File: src/rtl/fft_pkg.sv
// rtl/fft_pkg.sv - shared FFT frame geometry, sequencer state encoding and helpers
package fft_pkg;

  localparam int FRAME_LEN = 128;
  localparam int ADDR_W    = 7;
  localparam int CNT_W     = 4;

  localparam logic [1:0] ST_IDLE  = 2'd0;
  localparam logic [1:0] ST_ACCUM = 2'd1;
  localparam logic [1:0] ST_DRAIN = 2'd2;

  // ceil(log2(n)) for n >= 1; n == 1 yields 0
  function automatic int ceil_log2(input int n);
    int r;
    r = 0;
    for (int i = 0; i < 31; i++) begin
      if ((1 << i) < n) r = i + 1;
    end
    return r;
  endfunction

endpackage

File: src/rtl/accum_sequencer.sv
// rtl/accum_sequencer.sv - frame averaging sequencer: accumulate N FFT frames, then drain the sum
module accum_sequencer #(
  parameter int FRAME_LEN = fft_pkg::FRAME_LEN,
  parameter int ADDR_W    = fft_pkg::ADDR_W,
  parameter int CNT_W     = fft_pkg::CNT_W
) (
  input  logic              i_clk,
  input  logic              i_rst_n,
  input  logic              i_start,
  input  logic              i_abort,
  input  logic              i_continuous,
  input  logic [CNT_W-1:0]  i_num_avg,
  input  logic              i_data_valid,
  output logic              o_in_ready,
  output logic [ADDR_W-1:0] o_mem_addr,
  output logic              o_acc_clear,
  output logic              o_acc_en,
  output logic              o_fifo_wr_en,
  output logic              o_fifo_rd_en,
  input  logic              i_out_ready,
  output logic              o_out_valid,
  output logic [CNT_W-1:0]  o_scale_shift,
  output logic [CNT_W-1:0]  o_frame_cnt,
  output logic              o_busy,
  output logic              o_done
);
  import fft_pkg::*;

  logic [1:0]        state_q, state_d;
  logic [ADDR_W-1:0] addr_q, addr_d;
  logic [ADDR_W-1:0] drain_q, drain_d;
  logic [CNT_W-1:0]  frame_q, frame_d;
  logic [CNT_W-1:0]  n_q, n_d;
  logic [CNT_W-1:0]  shift_q, shift_d;
  logic              done_q, done_d;

  logic              in_beat;
  logic              rd_beat;
  logic              last_addr;
  logic              last_frame;
  logic              last_drain;
  logic [CNT_W-1:0]  n_in;

  // Abort masks every strobe in its own cycle, so nothing is half-written
  assign in_beat    = (state_q == ST_ACCUM) & i_data_valid & ~i_abort;
  assign rd_beat    = (state_q == ST_DRAIN) & i_out_ready & ~i_abort;
  assign last_addr  = (addr_q == ADDR_W'(FRAME_LEN - 1));
  assign last_frame = (frame_q == (n_q - CNT_W'(1)));
  assign last_drain = (drain_q == ADDR_W'(FRAME_LEN - 1));
  assign n_in       = (i_num_avg == '0) ? CNT_W'(1) : i_num_avg;

  always_comb begin
    state_d = state_q;
    addr_d  = addr_q;
    drain_d = drain_q;
    frame_d = frame_q;
    n_d     = n_q;
    shift_d = shift_q;
    done_d  = 1'b0;
    if (i_abort) begin
      state_d = ST_IDLE;
      addr_d  = '0;
      drain_d = '0;
      frame_d = '0;
    end else begin
      case (state_q)
        ST_IDLE: begin
          if (i_start) begin
            state_d = ST_ACCUM;
            addr_d  = '0;
            drain_d = '0;
            frame_d = '0;
            n_d     = n_in;
            shift_d = CNT_W'(ceil_log2(int'(n_in)));
          end
        end
        ST_ACCUM: begin
          if (in_beat) begin
            addr_d = addr_q + ADDR_W'(1);
            if (last_addr) begin
              if (last_frame) begin
                state_d = ST_DRAIN;
                frame_d = '0;
              end else begin
                frame_d = frame_q + CNT_W'(1);
              end
            end
          end
        end
        ST_DRAIN: begin
          if (rd_beat) begin
            drain_d = drain_q + ADDR_W'(1);
            if (last_drain) begin
              done_d  = 1'b1;
              drain_d = '0;
              if (i_continuous) begin
                // Back-to-back run: pick up a fresh N without passing through IDLE
                state_d = ST_ACCUM;
                addr_d  = '0;
                frame_d = '0;
                n_d     = n_in;
                shift_d = CNT_W'(ceil_log2(int'(n_in)));
              end else begin
                state_d = ST_IDLE;
              end
            end
          end
        end
        default: state_d = ST_IDLE;
      endcase
    end
  end

  always_ff @(posedge i_clk or negedge i_rst_n) begin
    if (!i_rst_n) begin
      state_q <= ST_IDLE;
      addr_q  <= '0;
      drain_q <= '0;
      frame_q <= '0;
      n_q     <= '0;
      shift_q <= '0;
      done_q  <= 1'b0;
    end else begin
      state_q <= state_d;
      addr_q  <= addr_d;
      drain_q <= drain_d;
      frame_q <= frame_d;
      n_q     <= n_d;
      shift_q <= shift_d;
      done_q  <= done_d;
    end
  end

  assign o_in_ready    = (state_q == ST_ACCUM) & ~i_abort;
  assign o_out_valid   = (state_q == ST_DRAIN) & ~i_abort;
  assign o_acc_en      = in_beat;
  assign o_acc_clear   = in_beat & (frame_q == '0);
  assign o_fifo_wr_en  = in_beat & last_frame;
  assign o_fifo_rd_en  = rd_beat;
  assign o_mem_addr    = addr_q;
  assign o_frame_cnt   = frame_q;
  assign o_scale_shift = shift_q;
  assign o_busy        = (state_q != ST_IDLE);
  assign o_done        = done_q;

endmodule
File: config.mk
export PLATFORM = sky130hd
export DESIGN_NAME = accum_sequencer
export DESIGN_NICKNAME = d
export VERILOG_FILES = /design/src/rtl/fft_pkg.sv /design/src/rtl/accum_sequencer.sv
export SDC_FILE = /design/constraint.sdc
export NUM_CORES = 1
export LEC_CHECK = 0
export ABC_CLOCK_PERIOD_IN_PS = 2400
export CORE_MARGIN = 2
export CORE_UTILIZATION = 52
export DETAILED_ROUTE_END_ITERATION = 16
export HOLD_SLACK_MARGIN = 0.1
export PLACE_DENSITY_LB_ADDON = 0.2
export REMOVE_ABC_BUFFERS = 1
export SLEW_MARGIN = 20
export SYNTH_ARGS = -nofsm -noshare
export SYNTH_HDL_FRONTEND = slang
export SYNTH_SLANG_ARGS = --single-unit
File: constraint.sdc
create_clock -name i_clk -period 2.4 [get_ports i_clk]
set_input_delay 0.36 -clock i_clk [delete_from_list [all_inputs] [get_ports i_clk]]
set_output_delay 0.36 -clock i_clk [all_outputs]
set_load 0.1 [all_outputs]
# == After elaboration in Yosys (flattened, before gate mapping) ==
# Index checks and enable logic that the tools add are counted.
# classes
n_addsub,4
magnitude_cmp,4
eq_ne,16
muxes,48
n_bitwise,9
reduce_logical,12
# ops
cell,count
2-to-1 mux 4 bit,19
2-to-1 mux 7 bit,9
!= test 3 bit (second input constant),7
case mux 7 bit (3 select lines),1
AND reduction 6 bit,3
2-to-1 mux 2 bit,8
case mux 4 bit (2 select lines),2
adder 7 x 1 -> 7 bit (second input constant),2
equality test 7 bit (second input constant),2
case mux 7 bit (2 select lines),1
case mux 4 bit (3 select lines),1
bitwise AND 1 bit,8
zero test 4 bit,2
!= test 2 bit (second input constant),4
AND reduction 7 bit,1
2-to-1 mux 1 bit,6
case mux 2 bit (3 select lines),1
adder 4 x 1 -> 4 bit (second input constant),1
equality test 4 bit,1
< comparator 1 x 4 -> 1 bit (first input constant),1
< comparator 2 x 4 -> 1 bit (first input constant),1
< comparator 3 x 4 -> 1 bit (first input constant),1
< comparator 4 bit (first input constant),1
nonzero test 2 bit,2
other kinds (8),8
# word_totals
reg_bits,29
out_inout_bits,23

# == Depth between registers and ports, before layout ==
# Gate-level depths: netlist of run 1.
# depth
ltp_word,11
mapped_depth,9
depth_no_buf,8

# == Worst setup path after synthesis of run 1 ==
# No wires, ideal clock.
# synth_path
path_type,reg2out
start,reg state_q[1]
end,out o_acc_clear
t_arrival_ns,4.814
required_ns,2.040
slack_ns,-2.774
path_stages_with_launch,7
path_cell_list,dfrtp_1 > inv_1 > ha_1 > nand2b_1 > inv_1 > nand2_1 > nor4b_1
# synth_between
elab_chain_len,4
# synth_rtl
item,line_no,text
"start, declared",accum_sequencer.sv:29,"logic [1:0] state_q, state_d;"
"start signal, assigned",accum_sequencer.sv:124,state_q <= state_d;
equality test 2 x 1 -> 1 bit,accum_sequencer.sv:45,assign in_beat = (state_q == ST_ACCUM) & i_data_valid & ~i_abort;
bitwise AND 1 bit (2 in a row),accum_sequencer.sv:45,
bitwise AND 1 bit,accum_sequencer.sv:137,assign o_acc_clear = in_beat & (frame_q == '0);
"end, declared",accum_sequencer.sv:16,"output logic o_acc_clear,"
# No other way between the ends.

# == Worst setup path after layout of run 1 ==
# layout_path
start,"reg frame_q[2], in the netlist o_frame_cnt[2]"
end,out o_fifo_wr_en
# layout_between
elab_chain_len,2
# layout_rtl
item,line_no,text
"start, declared",accum_sequencer.sv:32,"logic [CNT_W-1:0] frame_q, frame_d;"
"start signal, assigned",accum_sequencer.sv:127,frame_q <= frame_d;
equality test 4 bit,accum_sequencer.sv:48,assign last_frame = (frame_q == (n_q - CNT_W'(1)));
bitwise AND 1 bit,accum_sequencer.sv:138,assign o_fifo_wr_en = in_beat & last_frame;
"end, declared",accum_sequencer.sv:18,"output logic o_fifo_wr_en,"
# No other way between the ends.

==> results by group, run 1 <==
STA
  – Minimum clock period: roughly 2300 ps
  – Worst Skew: about 13 ps
  – Achievable frequency: 0.435 GHz
  – Number of hold-slack violations in the final timing report: 0
  – Final worst path period share: a little over nine tenths
  – Pins over their slew limit: 0
  – Unrepaired setup endpoints after global routing: true
  – Setup-failing EPs final: 0

Critical path
  – Setup crit start kind: flop
  – Critical path endpoint category: output pin
  – WP buf/inv: 1
  – Worst-path maximum fanout: 7
  – Cell chain of the critical path: xor3_1, nor3_2, and3_2, buf_12
  – Worst path depth: 4
  – Arrival time reported for the critical path endpoint: about 1900 ps
  – Worst-path cell with the longest stage delay: dfrtp_1
  – Maximum cell stage delay along the critical path: 490 ps
  – Critical path data required time: slightly above 2000 ps
  – Logic depth of the worst register-to-register path: 8
  – Kind of cell adding the most delay to the critical path: flip-flops
  – Critical path class: flop to output pin

Hold path
  – Type of the most critical hold path: input pin to asynchronous set/reset pin

Floorplan
  – Starting density of the core: a little over half
  – CORE AREA: approximately 3300 µm²
  – Width of the die: ~63 µm
  – Die area: approximately 4000 µm²
  – IO Pins: 34
  – Floorplan row count: 21
  – Overall die height: 63.0 µm

Final layout
  – Final standard cell utilization of the core: between 60% and 70%
  – Area growth, synth to finish: 28.5%
  – Net total in the final layout: between 200 and 300
  – Ant. Diodes: 0
  – Share of final-layout standard cells stronger than drive strength 1: a little under a quarter

Route
  – Routed len/inst: 13.5 µm
  – Initial detailed-routing violation count: 61
  – Post-Route WL: 3880 µm
  – Routed vias: about 1600
  – Number of nets with antenna violations after routing: 0
  – Residual DRC count: 0
  – Via density per instance: roughly 5.4
  – First-pass iteration count of the detailed router: 4

Place
  – Routability congestion estimate from global placement: 0.839
  – I/O Buffers: 32
  – Final HPWL DP: ~2900 µm

Run status
  – Result of the run: complete, no violations

Synth
  – Post-synth EDFFs: 0
  – Count leader, synth: dfrtp_1
  – Commonest register cell after synthesis: dfrtp_1
  – Leading post-synthesis cells by instance count: dfrtp_1 (28), o21ai_0 (21), inv_1 (20)
  – Post-synthesis instance total: between 150 and 200
  – Share of the synthesized area in the top cell type: approximately two fifths
  – Fraction of synthesis flops using an asynchronous set or reset pin: 100%
  – Warnings from Yosys: 0
  – Count of different cell masters after synthesis: between 40 and 50
  – Total of flip-flops plus latches after synthesis: 28
  – Post-synthesis area per instance: 9.10 µm²
  – Cell area after technology mapping: around 1800 µm²
  – Sequential cell area fraction in the yosys report: 38.7%
  – Synth area leader: dfrtp_1
  – Main area contributors after synthesis: dfrtp_1 (39%), ha_1 (6.2%), o21ai_0 (5.8%)

Clock network
  – Num CTS Buffers: 3
  – Maximum buffer depth of the clock tree: 2
  – Worst-Skew Late Latency: ~350 ps
  – Clock sink count: 28
  – Worst-path clk slew: ~160 ps
  – Number of buffers inserted for hold repair after clock tree synthesis: 0
  – TritonCTS clock tree: built
  – Master cell of the clock root buffer: clkbuf_4
  – Maximum level of the CTS H-tree: 1

Job
  – Max-capacitance violation count: 0

Power
  – Power after layout: around 2.4 mW
  – Leak: 1.05 nW
  – Power density over the cells: approximately 1000 nW/µm²
  – IR Drop Worst-Case VDD: 0.732 mV

GRT
  – Overall Global Routing Usage: 21.4%
  – Via count of the first global-routing pass: between 1000 and 1500
  – Grt total ovfl: 0
  – Pin count of the biggest net entering global routing: 29
  – Number of antenna violations at the first check in global routing: 0
  – First-pass GRT wire length: roughly 6900 µm
cells by family (layout without fill, tap and decap cells):
| group | after synthesis | in the layout | share of synthesized area, % |
|---|---|---|---|
| xor+xnor | 6 | 6 | 3.73 |
| buf+inv | 23 | 66 | 5.81 |
| compound gates | 56 | 56 | 20.5 |
| other cells | 1 | 1 | 0.207 |
| simple gates | 69 | 69 | 20.6 |
| fa+ha+maj | 9 | 9 | 6.22 |
| mux | 7 | 7 | 4.28 |
| flops | 28 | 28 | 38.7 |
timing repair:
item                       4_1_cts  5_1_grt
setup endpoints to repair        0        4
buffers inserted                 0        1
resized for setup                0        4
stage by stage:
stage               cells  setup TNS, ps  setup WS [ps]  hold WS, ps  instance area, µm²
CTS                   287              0           8.77          374                2300
floorplan             196          -4090          -2770         64.4                1780
global placement      283              0            209          476                2250
detailed placement    283              0            156          485                2250
global route          288          -16.5          -16.5          387                2330
finish                288              0            101          365                2330
metal layers:
metal / vias up / global-route usage (%) / share of wire (%)
met4: 0 / 6.67 / 1.4
met5: - / 0 / 0
met2: 39 / 34.6 / 47
met1: 728 / 29.8 / 47
li1: 797 / - / -
met3: 5 / 2.70 / 4.4
path summary, 6_finish.rpt:
check / start / end / slack (ps)
worst min register to register: drain_q[6] / drain_q[6] / 500
worst max register to register: state_q[0] / drain_q[6] / 270
worst max-delay path: o_frame_cnt[2] / o_fifo_wr_en / 100
min in group i_clk: drain_q[6] / drain_q[6] / 500
max in group asynchronous: i_rst_n / n_q[2] / 1760
worst min-delay path: i_rst_n / o_mem_addr[1] / 360
registers in the layout (all words and copies together), names as in the netlist:
register	flops
o_scale_shift	3
state_q	2
o_mem_addr	7
drain_q	7
o_done	1
n_q	4
o_frame_cnt	4
power by group:
group	leakage, nW	internal (mW)	total (mW)	switching [mW]
clock	0.0279	0.169	0.319	0.150
sequential	0.374	0.557	0.633	0.0768
combinational	0.646	0.519	1.49	0.969
total	1.05	1.24	2.44	1.20
placed cells by master (no fill, tap or decap), types with 2 or more instances in the layout:
cell type,n
nor2_1,13
a21oi_2,2
clkbuf_4,3
o21ai_0,21
o21ai_1,2
a21oi_1,11
nand3_2,2
mux2_2,5
nand3_1,8
dfrtp_1,28
xor2_1,2
nand2b_1,4
nor3_1,8
ha_1,7
nor3_2,2
xnor2_1,3
o31ai_1,9
nand4_1,3
or3_1,4
a31oi_1,3
nand2_1,12
inv_1,20
and3_1,4
buf_12,6
nor2b_1,2
buf_4,26
clkdlybuf4s50_1,10
layout make-up:
type / count / area [µm²]
clock buffers: 3 / 22.5
clock inverters: 1 / 30.0
fillers: 274 / 1010
inverters: 20 / 75.1
multi-input cells: 148 / 1030
flip-flops and latches: 28 / 701
well taps: 46 / 57.6
repair buffers: 42 / 415
(Power assumes the default switching activity.)
==> run 2, diff against run 1 <==
--- a/config.mk
+++ b/config.mk
@@ -5,9 +5,9 @@
 export SDC_FILE = /design/constraint.sdc
 export NUM_CORES = 1
 export LEC_CHECK = 0
-export ABC_CLOCK_PERIOD_IN_PS = 2400
+export ABC_CLOCK_PERIOD_IN_PS = 2100
 export CORE_MARGIN = 2
-export CORE_UTILIZATION = 52
+export CORE_UTILIZATION = 47
 export DETAILED_ROUTE_END_ITERATION = 16
 export HOLD_SLACK_MARGIN = 0.1
 export PLACE_DENSITY_LB_ADDON = 0.2
==> constraint.sdc (replaced) <==
create_clock -name i_clk -period 2.1 [get_ports i_clk]
set_input_delay 0.315 -clock i_clk [delete_from_list [all_inputs] [get_ports i_clk]]
set_output_delay 0.315 -clock i_clk [all_outputs]
set_load 0.1 [all_outputs]
==> results by group, run 2 (same netlist as run 1, synthesis figures left out) <==
Route
  – Routed len/inst: 13.8 µm (+2.8%)
  – Number of nets with antenna violations after routing: 0 (unchanged)
  – Routed vias: 1669 (+6.4%)
  – First-pass iteration count of the detailed router: 4 (unchanged)
  – Post-Route WL: 4270 µm (+9.9%)
  – Residual DRC count: 0 (unchanged)
  – Initial detailed-routing violation count: 137 (+120%)
  – Via density per instance: 5.42 (-0.53%)

Power
  – Clock share of power: 13.5% (+0.4 points)
  – Total internal power: 1.73 mW (+39%)
  – Power density over the cells: 1250 nW/µm² (+20%)
  – Relative contribution of sequential cells to total power: 22.3% (-3.7 points)
  – Power spent charging and discharging nets: 1.48 mW (+24%)
  – Switching share of total power: 46.1% (-2.9 points)
  – Portion of total power attributed to combinational logic: 64.2% (+3.2 points)
  – IR Drop Worst-Case VDD: 0.909 mV (+24%)
  – Leak: 1.16 nW (+10%)

Clock network
  – Number of buffers inserted for hold repair after clock tree synthesis: 0 (unchanged)
  – Maximum buffer depth of the clock tree: 2 (unchanged)
  – Maximum level of the CTS H-tree: 1 (unchanged)
  – Num CTS Buffers: 3 (unchanged)
  – Clock sink count: 28 (unchanged)
  – Worst-Skew Late Latency: 280 ps (-70 ps)
  – Master cell of the clock root buffer: clkbuf_8
  – TritonCTS clock tree: built
  – Worst-path clk slew: 100 ps (-60 ps)

Critical path
  – Worst-path maximum fanout: 6 (-1)
  – Reg2reg setup slack: 30 ps (-240 ps)
  – Arrival time reported for the critical path endpoint: 2290 ps (+350 ps)
  – Critical path data required time: 2320 ps (+280 ps)
  – Crit. Startpoint: state_q[1]
  – End of the worst register-to-register path: o_mem_addr[5]
  – Setup crit start kind: flop
  – Logic depth of the worst register-to-register path: 8 (unchanged)
  – Critical path endpoint category: flop
  – R2R Path Start: state_q[1]
  – Worst setup path endpoint: o_mem_addr[5]
  – Critical path class: flop to flop

Job
  – Max-capacitance violation count: 0 (unchanged)

STA
  – Setup-failing EPs final: 0 (unchanged)
  – Slack of the critical path: 30.3 ps (-71.0 ps)
  – Achievable frequency: just under 0.5 GHz
  – Minimum clock period: roughly 2100 ps
  – Unrepaired setup endpoints after global routing: true
  – Pins over their slew limit: 0 (unchanged)
  – Number of hold-slack violations in the final timing report: 0 (unchanged)
  – Final worst path period share: 98.6%
  – Worst Skew: 11.1 ps (-1.58 ps)
  – Setup TNS after final layout: 0 ps (unchanged)

Place
  – Routability congestion estimate from global placement: 0.845 (+0.68%)
  – Cell count after placement: 296 (+4.6%)
  – Final HPWL DP: 3080 µm (+5.0%)
  – Pre-CTS setup slack: 14.8 ps (-141 ps)
  – I/O Buffers: 32 (unchanged)
  – Instance area after placement: 2340 µm² (+4.3%)

Final layout
  – Commonest non-fill, non-tap cell in the layout: buf_4
  – Area growth, synth to finish: 41.4%
  – Net total in the final layout: 281 (+6.8%)
  – Fill count: 308 (+12%)
  – Ant. Diodes: 0 (unchanged)
  – Commonest cells after routing, fill and taps aside: buf_4 (43), dfrtp_1 (28), o21ai_0 (21)
  – Final instance count without filler cells: 308 (+6.9%)
  – Share of final-layout standard cells stronger than drive strength 1: 34.2% (+11 points)
  – Design Area, Final: 2560 µm² (+10%)

GRT
  – Pin count of the biggest net entering global routing: 29 (unchanged)
  – Number of antenna violations at the first check in global routing: 0 (unchanged)
  – Grt total ovfl: 0 (unchanged)
  – First-pass GRT wire length: 6820 µm (-0.50%)
  – Overall Global Routing Usage: 19.9% (-1.5 points)
  – Via count of the first global-routing pass: 1523 (+3.0%)

Hold path
  – Type of the most critical hold path: input pin to asynchronous set/reset pin

Floorplan
  – IO Pins: 34 (unchanged)
  – Die area: 4360 µm² (+9.9%)
  – CORE AREA: 3690 µm² (+11%)
  – Starting density of the core: 49.1% (-5.2 points)
  – Width of the die: 66.1 µm (+4.9%)
  – Overall die height: 66.1 µm (+4.9%)
  – Floorplan row count: 22 (+4.8%)

Run status
  – Result of the run: complete, no violations
## run 2: cell types whose count changed in the layout (fill, tap and decap cells not counted), moves of 3 or more
cell,previous run,this run
buf_4,26,43
inv_1,20,16
inv_2,0,4
clkbuf_4,3,0
clkbuf_8,0,3
## run 2: per-stage QoR
stage / util, % / hold slack (ps) / total power, mW
after detailed placement: 63.5 / 489 / 2.53
after floorplan: - / 19.4 / 1.97
after CTS: 66.7 / 420 / 3.04
after global routing: 69.4 / 445 / 3.37
after global placement: 63.5 / 475 / 2.50
final: 69.4 / 403 / 3.21
## run 2: worst max-delay path, stage by stage, from the launching register on
cell and delay (ps):
dfrtp_1 390, inv_2 70, buf_4 130, ha_1 220
nor2b_2 200, a21oi_4 260, a21oi_2 120, or4_1 480
a21oi_1 150
## run 2: per-layer routing
| layer | track usage [%] | share of wire [%] | vias to the layer above |
|---|---|---|---|
| li1 | - | - | 832 |
| met1 | 28.1 | 47 | 799 |
| met2 | 32.4 | 48 | 33 |
| met3 | 1.70 | 3.3 | 5 |
| met4 | 6.12 | 1.3 | 0 |
| met5 | 0 | 0 | - |
## run 2: cell type report
class	count	area (µm²)	share of cell area [%]
sequential	28	701	27.4
clock buffer	3	41.3	1.61
timing repair buffer	60	563	22.0
inverter	20	75.1	2.93
clock inverter	1	30.0	1.17
multi-input combinational	148	1090	42.6
tap	48	60.1	2.35
## run 2: how the worst min path moves through the flow
stage	startpoint	to	cells past startpoint
6_report	i_rst_n	o_mem_addr[0]	2
5_1_grt	i_rst_n	o_mem_addr[6]	2
4_1_cts	i_rst_n	o_mem_addr[6]	2
3_5_place_dp	drain_q[6]	drain_q[6]	1
3_3_place_gp	o_scale_shift[2]	o_scale_shift[2]	2
2_1_floorplan	i_rst_n	drain_q[0]	0
## run 2: power by group through the flow
stage | clock, mW | sequential, mW | combinational (mW)
after floorplan | 0 | 0.973 | 0.997
after global placement | 0 | 0.727 | 1.77
after detailed placement | 0 | 0.731 | 1.80
after CTS | 0.439 | 0.713 | 1.89
after global routing | 0.458 | 0.731 | 2.18
final | 0.432 | 0.717 | 2.06
## run 2: what timing repair did
item                                    in CTS  in global routing
setup buffers                                3                  5
endpoints found under the setup margin       2                 21
pin swaps                                    1                  7
gates resized for setup                      5                 16
==> run 3, diff against run 2 <==
--- a/config.mk
+++ b/config.mk
@@ -5,14 +5,14 @@
 export SDC_FILE = /design/constraint.sdc
 export NUM_CORES = 1
 export LEC_CHECK = 0
-export ABC_CLOCK_PERIOD_IN_PS = 2100
+export ABC_CLOCK_PERIOD_IN_PS = 1930
 export CORE_MARGIN = 2
-export CORE_UTILIZATION = 47
+export CORE_UTILIZATION = 52
 export DETAILED_ROUTE_END_ITERATION = 16
 export HOLD_SLACK_MARGIN = 0.1
+export MAX_ROUTING_LAYER = met4
 export PLACE_DENSITY_LB_ADDON = 0.2
 export REMOVE_ABC_BUFFERS = 1
-export SLEW_MARGIN = 20
 export SYNTH_ARGS = -nofsm -noshare
 export SYNTH_HDL_FRONTEND = slang
 export SYNTH_SLANG_ARGS = --single-unit
==> constraint.sdc (replaced) <==
create_clock -name i_clk -period 1.93 [get_ports i_clk]
set_input_delay 0.2895 -clock i_clk [delete_from_list [all_inputs] [get_ports i_clk]]
set_output_delay 0.2895 -clock i_clk [all_outputs]
set_load 0.1 [all_outputs]
==> results by group, run 3 (same netlist as run 1, synthesis figures left out) <==
Place
  – Routability congestion estimate from global placement: 0.840 (-0.54%)
  – Final HPWL DP: 3200 µm (+3.9%)
  – Pre-CTS setup slack: -140 ps (-155 ps)
  – Cell count after placement: 304 (+2.7%)
  – I/O Buffers: 32 (unchanged)

STA
  – Final worst path period share: 109%
  – Minimum clock period: roughly 2100 ps
  – Worst Skew: 9.24 ps (-1.84 ps)
  – Slack of the critical path: -165 ps (-195 ps)
  – Pins over their slew limit: 0 (unchanged)
  – Unrepaired setup endpoints after global routing: true
  – Number of hold-slack violations in the final timing report: 0 (unchanged)
  – Achievable frequency: about 0.48 GHz
  – Setup-failing EPs final: 11 (+11)

Power
  – Leak: 1.29 nW (+11%)
  – IR Drop Worst-Case VDD: 1.46 mV (+61%)
  – Power density over the cells: 1420 nW/µm² (+13%)
  – Power after layout: 4.06 mW (+27%)

Route
  – Routed len/inst: 17.8 µm (+28%)
  – Routed vias: 1921 (+15%)
  – Via density per instance: 5.95 (+9.8%)
  – Residual DRC count: 0 (unchanged)
  – Post-Route WL: 5740 µm (+35%)
  – First-pass iteration count of the detailed router: 4 (unchanged)
  – Number of nets with antenna violations after routing: 0 (unchanged)
  – Initial detailed-routing violation count: 133 (-2.9%)

Clock network
  – Maximum level of the CTS H-tree: 1 (unchanged)
  – Worst-Skew Late Latency: 350 ps (+70 ps)
  – TritonCTS clock tree: built
  – Master cell of the clock root buffer: clkbuf_4
  – Maximum buffer depth of the clock tree: 2 (unchanged)
  – Worst-path clk slew: 160 ps (+60 ps)
  – Clock sink count: 28 (unchanged)
  – Num CTS Buffers: 3 (unchanged)

Final layout
  – Commonest non-fill, non-tap cell in the layout: buf_4
  – Area growth, synth to finish: 58.4%
  – Ant. Diodes: 0 (unchanged)
  – Final standard cell utilization of the core: 85.9% (+17 points)
  – Final instance count without filler cells: 323 (+4.9%)
  – Net total in the final layout: 298 (+6.0%)
  – Share of final-layout standard cells stronger than drive strength 1: 44.4% (+10 points)
  – Commonest cells after routing, fill and taps aside: buf_4 (52), dfrtp_1 (28), o21ai_0 (14)

Floorplan
  – IO Pins: 34 (unchanged)
  – Overall die height: 63.0 µm (-4.6%)
  – Starting density of the core: 54.3% (+5.2 points)
  – CORE AREA: 3340 µm² (-9.5%)
  – Floorplan row count: 21 (-4.5%)
  – Width of the die: 63.0 µm (-4.6%)
  – Die area: 3970 µm² (-9.0%)

GRT
  – Number of antenna violations at the first check in global routing: 0 (unchanged)
  – Pin count of the biggest net entering global routing: 29 (unchanged)
  – Grt total ovfl: 0 (unchanged)
  – Overall Global Routing Usage: 26.1% (+6.2 points)
  – First-pass GRT wire length: 8000 µm (+17%)
  – Via count of the first global-routing pass: 1762 (+16%)

Critical path
  – Critical path class: flop to output pin
  – Setup crit start kind: flop
  – Critical path endpoint category: output pin
  – Worst-path maximum fanout: 3 (-3)
  – Critical path data required time: 1640 ps (-680 ps)
  – Arrival time reported for the critical path endpoint: 1810 ps (-480 ps)

Run status
  – Result of the run: finished with violations
  – Violated checks: negative setup slack

Job
  – Max-capacitance violation count: 0 (unchanged)

Hold path
  – Type of the most critical hold path: input pin to asynchronous set/reset pin
## run 3: cell count changes in the layout (fill, tap and decap cells not counted), moves of 3 or more
cell / previous run / this run
clkbuf_4: 0 / 3
o21ai_0: 21 / 14
o21ai_1: 2 / 7
buf_6: 0 / 7
inv_1: 16 / 13
a21oi_1: 10 / 7
buf_4: 43 / 52
## run 3: power breakdown
| part | switching [mW] | total (mW) | internal, mW |
|---|---|---|---|
| sequential | 0.0721 | 0.765 | 0.692 |
| combinational | 1.68 | 3.00 | 1.32 |
| clock | 0.187 | 0.303 | 0.116 |
## run 3: repair_timing
| action | in CTS | in global routing |
|---|---|---|
| hold buffers | 0 | 0 |
| setup buffers | 7 | 9 |
| pin swaps | 8 | 13 |
| endpoints found under the setup margin | 18 | 30 |
| hold endpoints to repair | 0 | 0 |
| gates resized for setup | 23 | 42 |
## run 3: path summary, 6_finish.rpt
kind | startpoint | to | slack (ps) | depth (start not counted)
worst min-delay path | i_rst_n | o_mem_addr[0] | 290 | 2
worst max-delay path | state_q[0] | o_acc_clear | -170 | 8
worst max register to register | state_q[0] | o_mem_addr[5] | -150 | 8
max in group asynchronous | i_rst_n | o_frame_cnt[3] | 1370 | 2
worst min register to register | o_scale_shift[2] | o_scale_shift[2] | 520 | 2
min in group i_clk | o_scale_shift[2] | o_scale_shift[2] | 520 | 2
## run 3: metal layers
metal / up-vias / global-route usage (%) / wire length, µm
met2: 100 / 44.8 / 2930
met5: - / - / 0
met4: 0 / 9.72 / 278
met1: 924 / 31.4 / 2250
li1: 871 / - / -
met3: 26 / 3.06 / 286
## run 3: stage by stage
| stage | setup TNS [ps] | hold slack, ps | cell area (µm²) |
|---|---|---|---|
| 2_1_floorplan | -10240 | -6.09 | 1780 |
| 3_3_place_gp | -632 | 478 | 2420 |
| 3_5_place_dp | -1490 | 486 | 2420 |
| 4_1_cts | -477 | 310 | 2620 |
| 5_1_grt | -2150 | 326 | 2870 |
| 6_report | -759 | 292 | 2870 |
## run 3: area by class of cell
type | instances | area, µm²
multi-input cells | 148 | 1270
well taps | 46 | 57.6
fillers | 173 | 469
repair buffers | 77 | 729
clock buffers | 4 | 36.3
inverters | 20 | 77.6
flip-flops and latches | 28 | 701
## run 3: critical path, cell delays in order, from the launching register on
cell and delay (ps):
dfrtp_1 440, buf_6 130, ha_4 150, nand2b_4 80, inv_4 70, nand2_4 60, nor4b_4 210, buf_4 160
buf_12 160
